===== src/rtl/mem_pkg.sv =====
// Shared types and constants for the main-memory arbiter: FSM state,
// fill owner and arbitration grant encodings, plus block-address helpers.
package mem_pkg;

  localparam int DWIDTH            = 16;  // data word width
  localparam int AWIDTH            = 16;  // byte address width
  localparam int WORDS             = 8;   // words per cache block
  localparam int MEM_LAT           = 4;   // read issue to mem_valid, in cycles
  localparam int BLOCK_OFFSET_BITS = 4;   // 16-byte block
  localparam int WORD_BITS         = $clog2(WORDS);

  typedef logic [WORD_BITS-1:0] word_idx_t;
  typedef logic [AWIDTH-1:0]    addr_t;
  typedef logic [DWIDTH-1:0]    data_t;

  typedef enum logic [1:0] {
    IDLE  = 2'd0,
    FILL  = 2'd1,
    STORE = 2'd2
  } state_e;

  typedef enum logic [1:0] {
    OWN_NONE = 2'd0,
    OWN_I    = 2'd1,
    OWN_D    = 2'd2
  } owner_e;

  typedef enum logic [1:0] {
    GNT_NONE   = 2'd0,
    GNT_I_FILL = 2'd1,
    GNT_D_FILL = 2'd2,
    GNT_D_ST   = 2'd3
  } grant_e;

  // Clear the in-block byte offset so a burst always starts at word 0.
  function automatic addr_t block_base(input addr_t addr);
    return {addr[AWIDTH-1:BLOCK_OFFSET_BITS], {BLOCK_OFFSET_BITS{1'b0}}};
  endfunction

  // Byte offset of a word inside the block (2-byte words).
  function automatic addr_t word_offset(input word_idx_t idx);
    return addr_t'({idx, 1'b0});
  endfunction

endpackage


===== src/rtl/mem_arbiter_if.sv =====
// Bundle of requester, fill-return and main-memory signals around the
// arbiter. The arbiter uses the slave view; the caches/memory use master.
interface mem_arbiter_if;
  import mem_pkg::*;

  // Requesters
  logic  i_fill_req;
  addr_t i_fill_addr;
  logic  d_fill_req;
  addr_t d_fill_addr;
  logic  d_st_req;
  addr_t d_st_addr;
  data_t d_st_data;

  // Fill return and store acknowledge
  logic      i_fill_valid;
  logic      d_fill_valid;
  data_t     fill_data;
  word_idx_t fill_word;
  logic      i_fill_done;
  logic      d_fill_done;
  logic      d_st_ack;

  // Main memory port
  logic  mem_en;
  logic  mem_wr;
  addr_t mem_addr;
  data_t mem_wdata;
  data_t mem_rdata;
  logic  mem_valid;

  modport slave (
    input  i_fill_req, i_fill_addr, d_fill_req, d_fill_addr,
           d_st_req, d_st_addr, d_st_data, mem_rdata, mem_valid,
    output i_fill_valid, d_fill_valid, fill_data, fill_word,
           i_fill_done, d_fill_done, d_st_ack,
           mem_en, mem_wr, mem_addr, mem_wdata
  );

  modport master (
    output i_fill_req, i_fill_addr, d_fill_req, d_fill_addr,
           d_st_req, d_st_addr, d_st_data, mem_rdata, mem_valid,
    input  i_fill_valid, d_fill_valid, fill_data, fill_word,
           i_fill_done, d_fill_done, d_st_ack,
           mem_en, mem_wr, mem_addr, mem_wdata
  );

endinterface


===== src/rtl/mem_arb_rr.sv =====
// Three-way request picker for the memory port. Stores take priority and
// fills alternate, so an I fill waiting behind a D-side grant goes next.
module mem_arb_rr
  import mem_pkg::*;
(
  input  logic   clk,
  input  logic   rst_n,
  input  logic   i_en,
  input  logic   i_ifill_req,
  input  logic   i_dfill_req,
  input  logic   i_dst_req,
  output grant_e o_grant
);

  owner_e r_last;

  // Choose this cycle's grant; only meaningful while the arbiter is idle.
  always_comb begin
    // NOTE: o_grant gets a default before any branch so no path leaves it unassigned (no latch).
    o_grant = GNT_NONE;
    if (i_en) begin
      if (i_ifill_req && (r_last == OWN_D)) begin
        o_grant = GNT_I_FILL;
      end else if (i_dst_req) begin
        o_grant = GNT_D_ST;
      end else if (i_dfill_req) begin
        o_grant = GNT_D_FILL;
      end else if (i_ifill_req) begin
        o_grant = GNT_I_FILL;
      end
    end
  end

  // Remember which side won most recently; any D-side grant counts as D.
  always_ff @(posedge clk or negedge rst_n) begin
    if (!rst_n) begin
      r_last <= OWN_D;
    end else if (o_grant == GNT_I_FILL) begin
      // NOTE: non-blocking so every flop updates from pre-edge values, independent of block order.
      r_last <= OWN_I;
    end else if (o_grant != GNT_NONE) begin
      r_last <= OWN_D;
    end
  end

endmodule


===== src/rtl/mem_arbiter.sv =====
// Shares the single pipelined main-memory port between I-cache fill,
// D-cache fill and D-cache store write-through. A fill becomes an 8-word
// burst of reads; returned words are steered to the burst owner.
module mem_arbiter
  import mem_pkg::*;
(
  input  logic          clk,
  input  logic          rst,   // asynchronous, active-low
  mem_arbiter_if.slave  bus
);

  state_e    r_state;
  state_e    w_state_nxt;
  owner_e    r_owner;
  addr_t     r_base;
  logic [WORD_BITS:0] r_issue_cnt;  // MSB set once all words are issued
  word_idx_t r_ret_cnt;

  grant_e    w_grant;
  logic      w_arb_en;
  logic      w_last_ret;

  logic      w_mem_en;
  logic      w_mem_wr;
  addr_t     w_mem_addr;
  data_t     w_mem_wdata;
  logic      w_i_fill_valid;
  logic      w_d_fill_valid;
  data_t     w_fill_data;
  word_idx_t w_fill_word;
  logic      w_i_fill_done;
  logic      w_d_fill_done;
  logic      w_d_st_ack;

  assign w_arb_en   = (r_state == IDLE);
  assign w_last_ret = (r_state == FILL) && bus.mem_valid &&
                      (r_ret_cnt == word_idx_t'(WORDS - 1));

  mem_arb_rr u_rr (
    .clk         (clk),
    .rst_n       (rst),
    .i_en        (w_arb_en),
    .i_ifill_req (bus.i_fill_req),
    .i_dfill_req (bus.d_fill_req),
    .i_dst_req   (bus.d_st_req),
    .o_grant     (w_grant)
  );

  // State register.
  always_ff @(posedge clk or negedge rst) begin
    if (!rst) begin
      r_state <= IDLE;
    end else begin
      r_state <= w_state_nxt;
    end
  end

  // Burst bookkeeping: latch owner and block base on a fill grant, then
  // count issued reads and returned words independently.
  always_ff @(posedge clk or negedge rst) begin
    if (!rst) begin
      r_owner     <= OWN_NONE;
      r_base      <= '0;
      r_issue_cnt <= '0;
      r_ret_cnt   <= '0;
    end else begin
      case (r_state)
        IDLE: begin
          if (w_grant == GNT_I_FILL) begin
            r_owner <= OWN_I;
            r_base  <= block_base(bus.i_fill_addr);
          end else if (w_grant == GNT_D_FILL) begin
            r_owner <= OWN_D;
            r_base  <= block_base(bus.d_fill_addr);
          end
          r_issue_cnt <= '0;
          r_ret_cnt   <= '0;
        end
        FILL: begin
          if (!r_issue_cnt[WORD_BITS]) begin
            r_issue_cnt <= r_issue_cnt + (WORD_BITS + 1)'(1);
          end
          if (bus.mem_valid) begin
            r_ret_cnt <= r_ret_cnt + word_idx_t'(1);
          end
          if (w_last_ret) begin
            r_owner <= OWN_NONE;
          end
        end
        default: ;
      endcase
    end
  end

  // Next state and all port outputs, decoded from the current state.
  always_comb begin
    w_state_nxt    = r_state;
    w_mem_en       = 1'b0;
    w_mem_wr       = 1'b0;
    w_mem_addr     = '0;
    w_mem_wdata    = '0;
    w_i_fill_valid = 1'b0;
    w_d_fill_valid = 1'b0;
    w_fill_data    = '0;
    w_fill_word    = '0;
    w_i_fill_done  = 1'b0;
    w_d_fill_done  = 1'b0;
    w_d_st_ack     = 1'b0;

    case (r_state)
      IDLE: begin
        case (w_grant)
          GNT_I_FILL, GNT_D_FILL: w_state_nxt = FILL;
          GNT_D_ST:               w_state_nxt = STORE;
          default:                w_state_nxt = IDLE;
        endcase
      end

      STORE: begin
        // Store data and address are held by the requester until the ack.
        w_mem_en    = 1'b1;
        w_mem_wr    = 1'b1;
        w_mem_addr  = bus.d_st_addr;
        w_mem_wdata = bus.d_st_data;
        w_d_st_ack  = 1'b1;
        w_state_nxt = IDLE;
      end

      FILL: begin
        if (!r_issue_cnt[WORD_BITS]) begin
          w_mem_en   = 1'b1;
          w_mem_addr = r_base + word_offset(r_issue_cnt[WORD_BITS-1:0]);
        end
        // Returned words go straight through in the mem_valid cycle.
        if (bus.mem_valid) begin
          w_fill_data    = bus.mem_rdata;
          w_fill_word    = r_ret_cnt;
          w_i_fill_valid = (r_owner == OWN_I);
          w_d_fill_valid = (r_owner == OWN_D);
          if (w_last_ret) begin
            w_i_fill_done = (r_owner == OWN_I);
            w_d_fill_done = (r_owner == OWN_D);
            w_state_nxt   = IDLE;
          end
        end
      end

      default: w_state_nxt = IDLE;
    endcase
  end

  assign bus.mem_en       = w_mem_en;
  assign bus.mem_wr       = w_mem_wr;
  assign bus.mem_addr     = w_mem_addr;
  assign bus.mem_wdata    = w_mem_wdata;
  assign bus.i_fill_valid = w_i_fill_valid;
  assign bus.d_fill_valid = w_d_fill_valid;
  assign bus.fill_data    = w_fill_data;
  assign bus.fill_word    = w_fill_word;
  assign bus.i_fill_done  = w_i_fill_done;
  assign bus.d_fill_done  = w_d_fill_done;
  assign bus.d_st_ack     = w_d_st_ack;

endmodule


===== src/flat_wrapper.sv =====
// flat-port wrapper written by rule: the top's interface ports become plain ports
module mem_arbiter_flat import mem_pkg::*;
  (clk, rst, bus_i_fill_req, bus_i_fill_addr, bus_d_fill_req, bus_d_fill_addr, bus_d_st_req, bus_d_st_addr, bus_d_st_data, bus_mem_rdata, bus_mem_valid, bus_i_fill_valid, bus_d_fill_valid, bus_fill_data, bus_fill_word, bus_i_fill_done, bus_d_fill_done, bus_d_st_ack, bus_mem_en, bus_mem_wr, bus_mem_addr, bus_mem_wdata);
  mem_arbiter_if bus_i ();
  input  logic clk;
  input  logic rst;
  input wire logic [$bits(bus_i.i_fill_req)-1:0] bus_i_fill_req;
  input wire logic [$bits(bus_i.i_fill_addr)-1:0] bus_i_fill_addr;
  input wire logic [$bits(bus_i.d_fill_req)-1:0] bus_d_fill_req;
  input wire logic [$bits(bus_i.d_fill_addr)-1:0] bus_d_fill_addr;
  input wire logic [$bits(bus_i.d_st_req)-1:0] bus_d_st_req;
  input wire logic [$bits(bus_i.d_st_addr)-1:0] bus_d_st_addr;
  input wire logic [$bits(bus_i.d_st_data)-1:0] bus_d_st_data;
  input wire logic [$bits(bus_i.mem_rdata)-1:0] bus_mem_rdata;
  input wire logic [$bits(bus_i.mem_valid)-1:0] bus_mem_valid;
  output wire logic [$bits(bus_i.i_fill_valid)-1:0] bus_i_fill_valid;
  output wire logic [$bits(bus_i.d_fill_valid)-1:0] bus_d_fill_valid;
  output wire logic [$bits(bus_i.fill_data)-1:0] bus_fill_data;
  output wire logic [$bits(bus_i.fill_word)-1:0] bus_fill_word;
  output wire logic [$bits(bus_i.i_fill_done)-1:0] bus_i_fill_done;
  output wire logic [$bits(bus_i.d_fill_done)-1:0] bus_d_fill_done;
  output wire logic [$bits(bus_i.d_st_ack)-1:0] bus_d_st_ack;
  output wire logic [$bits(bus_i.mem_en)-1:0] bus_mem_en;
  output wire logic [$bits(bus_i.mem_wr)-1:0] bus_mem_wr;
  output wire logic [$bits(bus_i.mem_addr)-1:0] bus_mem_addr;
  output wire logic [$bits(bus_i.mem_wdata)-1:0] bus_mem_wdata;
  assign bus_i.i_fill_req = bus_i_fill_req;
  assign bus_i.i_fill_addr = bus_i_fill_addr;
  assign bus_i.d_fill_req = bus_d_fill_req;
  assign bus_i.d_fill_addr = bus_d_fill_addr;
  assign bus_i.d_st_req = bus_d_st_req;
  assign bus_i.d_st_addr = bus_d_st_addr;
  assign bus_i.d_st_data = bus_d_st_data;
  assign bus_i.mem_rdata = bus_mem_rdata;
  assign bus_i.mem_valid = bus_mem_valid;
  assign bus_i_fill_valid = bus_i.i_fill_valid;
  assign bus_d_fill_valid = bus_i.d_fill_valid;
  assign bus_fill_data = bus_i.fill_data;
  assign bus_fill_word = bus_i.fill_word;
  assign bus_i_fill_done = bus_i.i_fill_done;
  assign bus_d_fill_done = bus_i.d_fill_done;
  assign bus_d_st_ack = bus_i.d_st_ack;
  assign bus_mem_en = bus_i.mem_en;
  assign bus_mem_wr = bus_i.mem_wr;
  assign bus_mem_addr = bus_i.mem_addr;
  assign bus_mem_wdata = bus_i.mem_wdata;
  mem_arbiter u_core (.clk(clk), .rst(rst), .bus(bus_i));
endmodule

===== config.mk =====
export PLATFORM = sky130hd
export DESIGN_NAME = mem_arbiter_flat
export DESIGN_NICKNAME = d
export VERILOG_FILES = /design/src/rtl/mem_pkg.sv /design/src/rtl/mem_arbiter_if.sv /design/src/rtl/mem_arb_rr.sv /design/src/rtl/mem_arbiter.sv /design/src/flat_wrapper.sv
export SDC_FILE = /design/constraint.sdc
export NUM_CORES = 1
export LEC_CHECK = 0
export CORE_MARGIN = 5
export CORE_UTILIZATION = 33
export DETAILED_ROUTE_END_ITERATION = 7
export MAX_ROUTING_LAYER = met4
export PLACE_DENSITY = 0.88
export SLEW_MARGIN = 5
export SYNTH_ARGS = -nofsm -noshare
export SYNTH_HDL_FRONTEND = slang
export SYNTH_SLANG_ARGS = --single-unit
export TNS_END_PERCENT = 5

===== constraint.sdc =====
create_clock -name clk -period 2.4 [get_ports clk]
set_clock_uncertainty 0.05 [all_clocks]
set_input_delay 0.36 -clock clk [delete_from_list [all_inputs] [get_ports clk]]
set_output_delay 0.36 -clock clk [all_outputs]
set_load 0.01 [all_outputs]

==> out/summary.txt <==
Largest family of logic cells by synthesized area: simple AND/OR/NAND/NOR gates
Final Instance Area: 3280 um^2
Grt total ovfl: 0
Initial antenna violation count: 0
Switch share: 40.6%
Routed WL: 5860 um
Critical path class: reg -> out
Fin crit period: 2.27 ns
#FFs+latches synth: 25
Type of the most critical hold path: in -> async
Post-Syn Instances: 197
# rows: 26
Antenna diodes: 0
Dominant synthesized flop cell: dfrtp_1
Max Root-Sink Buffers: 2
R2r setup slk: 0.41 ns
Synth warn: 0
Via count: 1922
Relative slew slack: 77.8%
Post-synthesis mux area share: 10.3%
Max-Cap Viols: 0
Setup Buffers After CTS: 0
Clock-pin slew on the worst setup and hold paths: 0.09 ns
Setup ws final: 0.125 ns
Worst Tran Pin Value: 0.333 ns
Max Slew Vio Count: 0
Htree depth: 1
Die extent in y: 83.7 um
Hold slack: 0.391 ns
Yosys cell types: 32
Sequential element share of the synthesized area: 35.0%
Status: finished, final reports clean
DR WL/cell: 14.7 um
Clock net sink count: 25
Setup TNS: 0 ns
Die area: 7000 um^2
Crit Path Max Fanout: 19
Number of flops mapped to enable cells by yosys: 0
Share of the synthesized area in the top cell type: 33.5%
Layout cells sized above 1: 6.38%
Worst path arrival time: 1.86 ns
Commonest cells in the netlist: dfrtp_1 (24), and3_1 (20), o21ai_0 (20), a22o_1 (19), nand2_1 (18)
Leakage: 1.59 nW
Area leader, netlist: dfrtp_1
Synth async-reset ratio: 100%
Synthesized net count: 293
Clk Latency, worst-skew pair: 0.27 ns
Sequential Power Share: 27.2%
Placed inst area: 3220 um^2
Die width: 83.7 um
Place WS: 0.0994 ns
Buffers on Ports: 135
CTS Buf Count: 3
Number of global-route vias before repair: 1922
Power Dens Cells: 828 nW/um^2
GRT Resource Usage Total: 16.2%
Post-Syn Area: 1790 um^2
Vias/cell: 4.82
Int Power: 1.61 mW
Final Util: 62.9%
Syn avg cell area: 9.10 um^2
Net Switching: 1.10 mW
DR DRC count: 0
Fmax: 0.440 GHz
Area growth from synthesis to layout: 82.8%
Crit end category: output port
RSZ-0062 raised after global routing: no
Area contributors post-synth: dfrtp_1 (34%), a22o_1 (9.3%), mux2i_1 (7.8%)
WP data required: 1.99 ns
Count leader, synth: dfrtp_1
RePlAce Congestion: 0.743
Synth Area in Compound Gates: 18.6%
Final period utilization: 94.8%
Xor and xnor area share after synthesis: 0%
Initial core utilization: 34.4%
IO Pins: 144
Power share of the combinational group: 63.3%
Initial DRC count: 86
Post-DP HPWL: 4790 um
Adder-Cell Fraction of Synth Area: 6.98%
Setup Viol. Count Final: 0
Nets: 426
Routed Antenna Nets: 0
Pin count of the biggest net entering global routing: 35
Startpoint Class: flop
TritonCTS clock tree: built
Post-Synth Simple-Gate Area: 22.8%
Core Box Area: 5200 um^2
DR pass1 iterations: 4
Clk pwr share: 9.6%
Maximum ir drop on the vdd rail: 0.627 mV
Final Hold Viols: 0
First-pass GRT wire length: 9250 um
Root Buffer: clkbuf_8
## kinds of logic after synthesis
| group | Yosys count |
|---|---|
| compound gates | 48 |
| buf+inv | 23 |
| flops | 25 |
| mux | 18 |
| fa+ha+maj | 10 |
| simple gates | 73 |
## layout by cell type (no fill, tap or decap), types with 9 or more instances in the layout
master	instances
dfrtp_1	24
clkdlybuf4s50_1	114
o21ai_0	20
a22o_1	19
dlygate4sd2_1	16
nand2_1	18
mux2i_1	14
and3_1	20
and2_1	16
ha_1	9
## metal layers
layer	share of wire (%)	routed length, um	vias up	track usage [%]
met2	52	3050	72	29.4
met3	7.4	434	7	3.65
met4	1.2	73	0	3.95
li1	-	-	957	-
met5	0	0	-	-
met1	39	2300	886	17.9
## metrics by stage
stage	power, mW	instances
after global routing	2.94	399
after global placement	2.41	395
final	2.71	399
after floorplan	1.79	197
after detailed placement	2.51	395
after CTS	2.73	399
## final timing paths
path,startpoint,to,cells after the start
max,u_core.r_state[0]$_DFFE_PN0P_,bus_mem_addr[0],5
min,rst,u_core.r_base[14]$_DFFE_PN0P_,2
max reg2reg,u_core.r_state[0]$_DFFE_PN0P_,u_core.r_base[9]$_DFFE_PN0P_,8
min reg2reg,u_core.r_base[14]$_DFFE_PN0P_,u_core.r_base[14]$_DFFE_PN0P_,2
max in group asynchronous,rst,u_core.u_rr.r_last[1]$_DFFE_PN1P_,2
min in group clk,u_core.r_base[14]$_DFFE_PN0P_,u_core.r_base[14]$_DFFE_PN0P_,2
## power groups by stage
stage | clock, mW | sequential [mW] | combinational, mW
2_1_floorplan | 0 | 0.702 | 1.09
3_3_place_gp | 0 | 0.730 | 1.68
3_5_place_dp | 0 | 0.745 | 1.76
4_1_cts | 0.265 | 0.736 | 1.73
5_1_grt | 0.283 | 0.760 | 1.90
6_report | 0.259 | 0.737 | 1.72
## sequential cells by signal (all words and copies together), names as in the netlist
signal	flops
u_core.r_base	12
u_core.r_issue_cnt	4
u_core.r_owner	2
u_core.r_ret_cnt	3
u_core.r_state	2
u_core.u_rr.r_last	2
## cell type report
cell class	instances	area [um^2]
Clock buffer	4	45.0
Tap cell	70	87.6
Timing Repair Buffer	145	1440
Inverter	6	22.5
Fill cell	455	1930
Sequential cell	25	627
Multi-Input combinational cell	149	1060
## worst max-delay path, cell delays in order, from the launching register on
cell and delay, ns:
dfrtp_1 0.41, inv_1 0.09, ha_1 0.17, buf_4 0.20
and3_1 0.18, clkdlybuf4s50_1 0.55
## repair_timing
action                                  in CTS  in global routing
hold buffers                                 0                  0
cloned                                       0                  0
gates resized for setup                     20                  7
pin swaps                                    0                  0
endpoints found under the setup margin      20                  5
(Power assumes the default switching activity.)
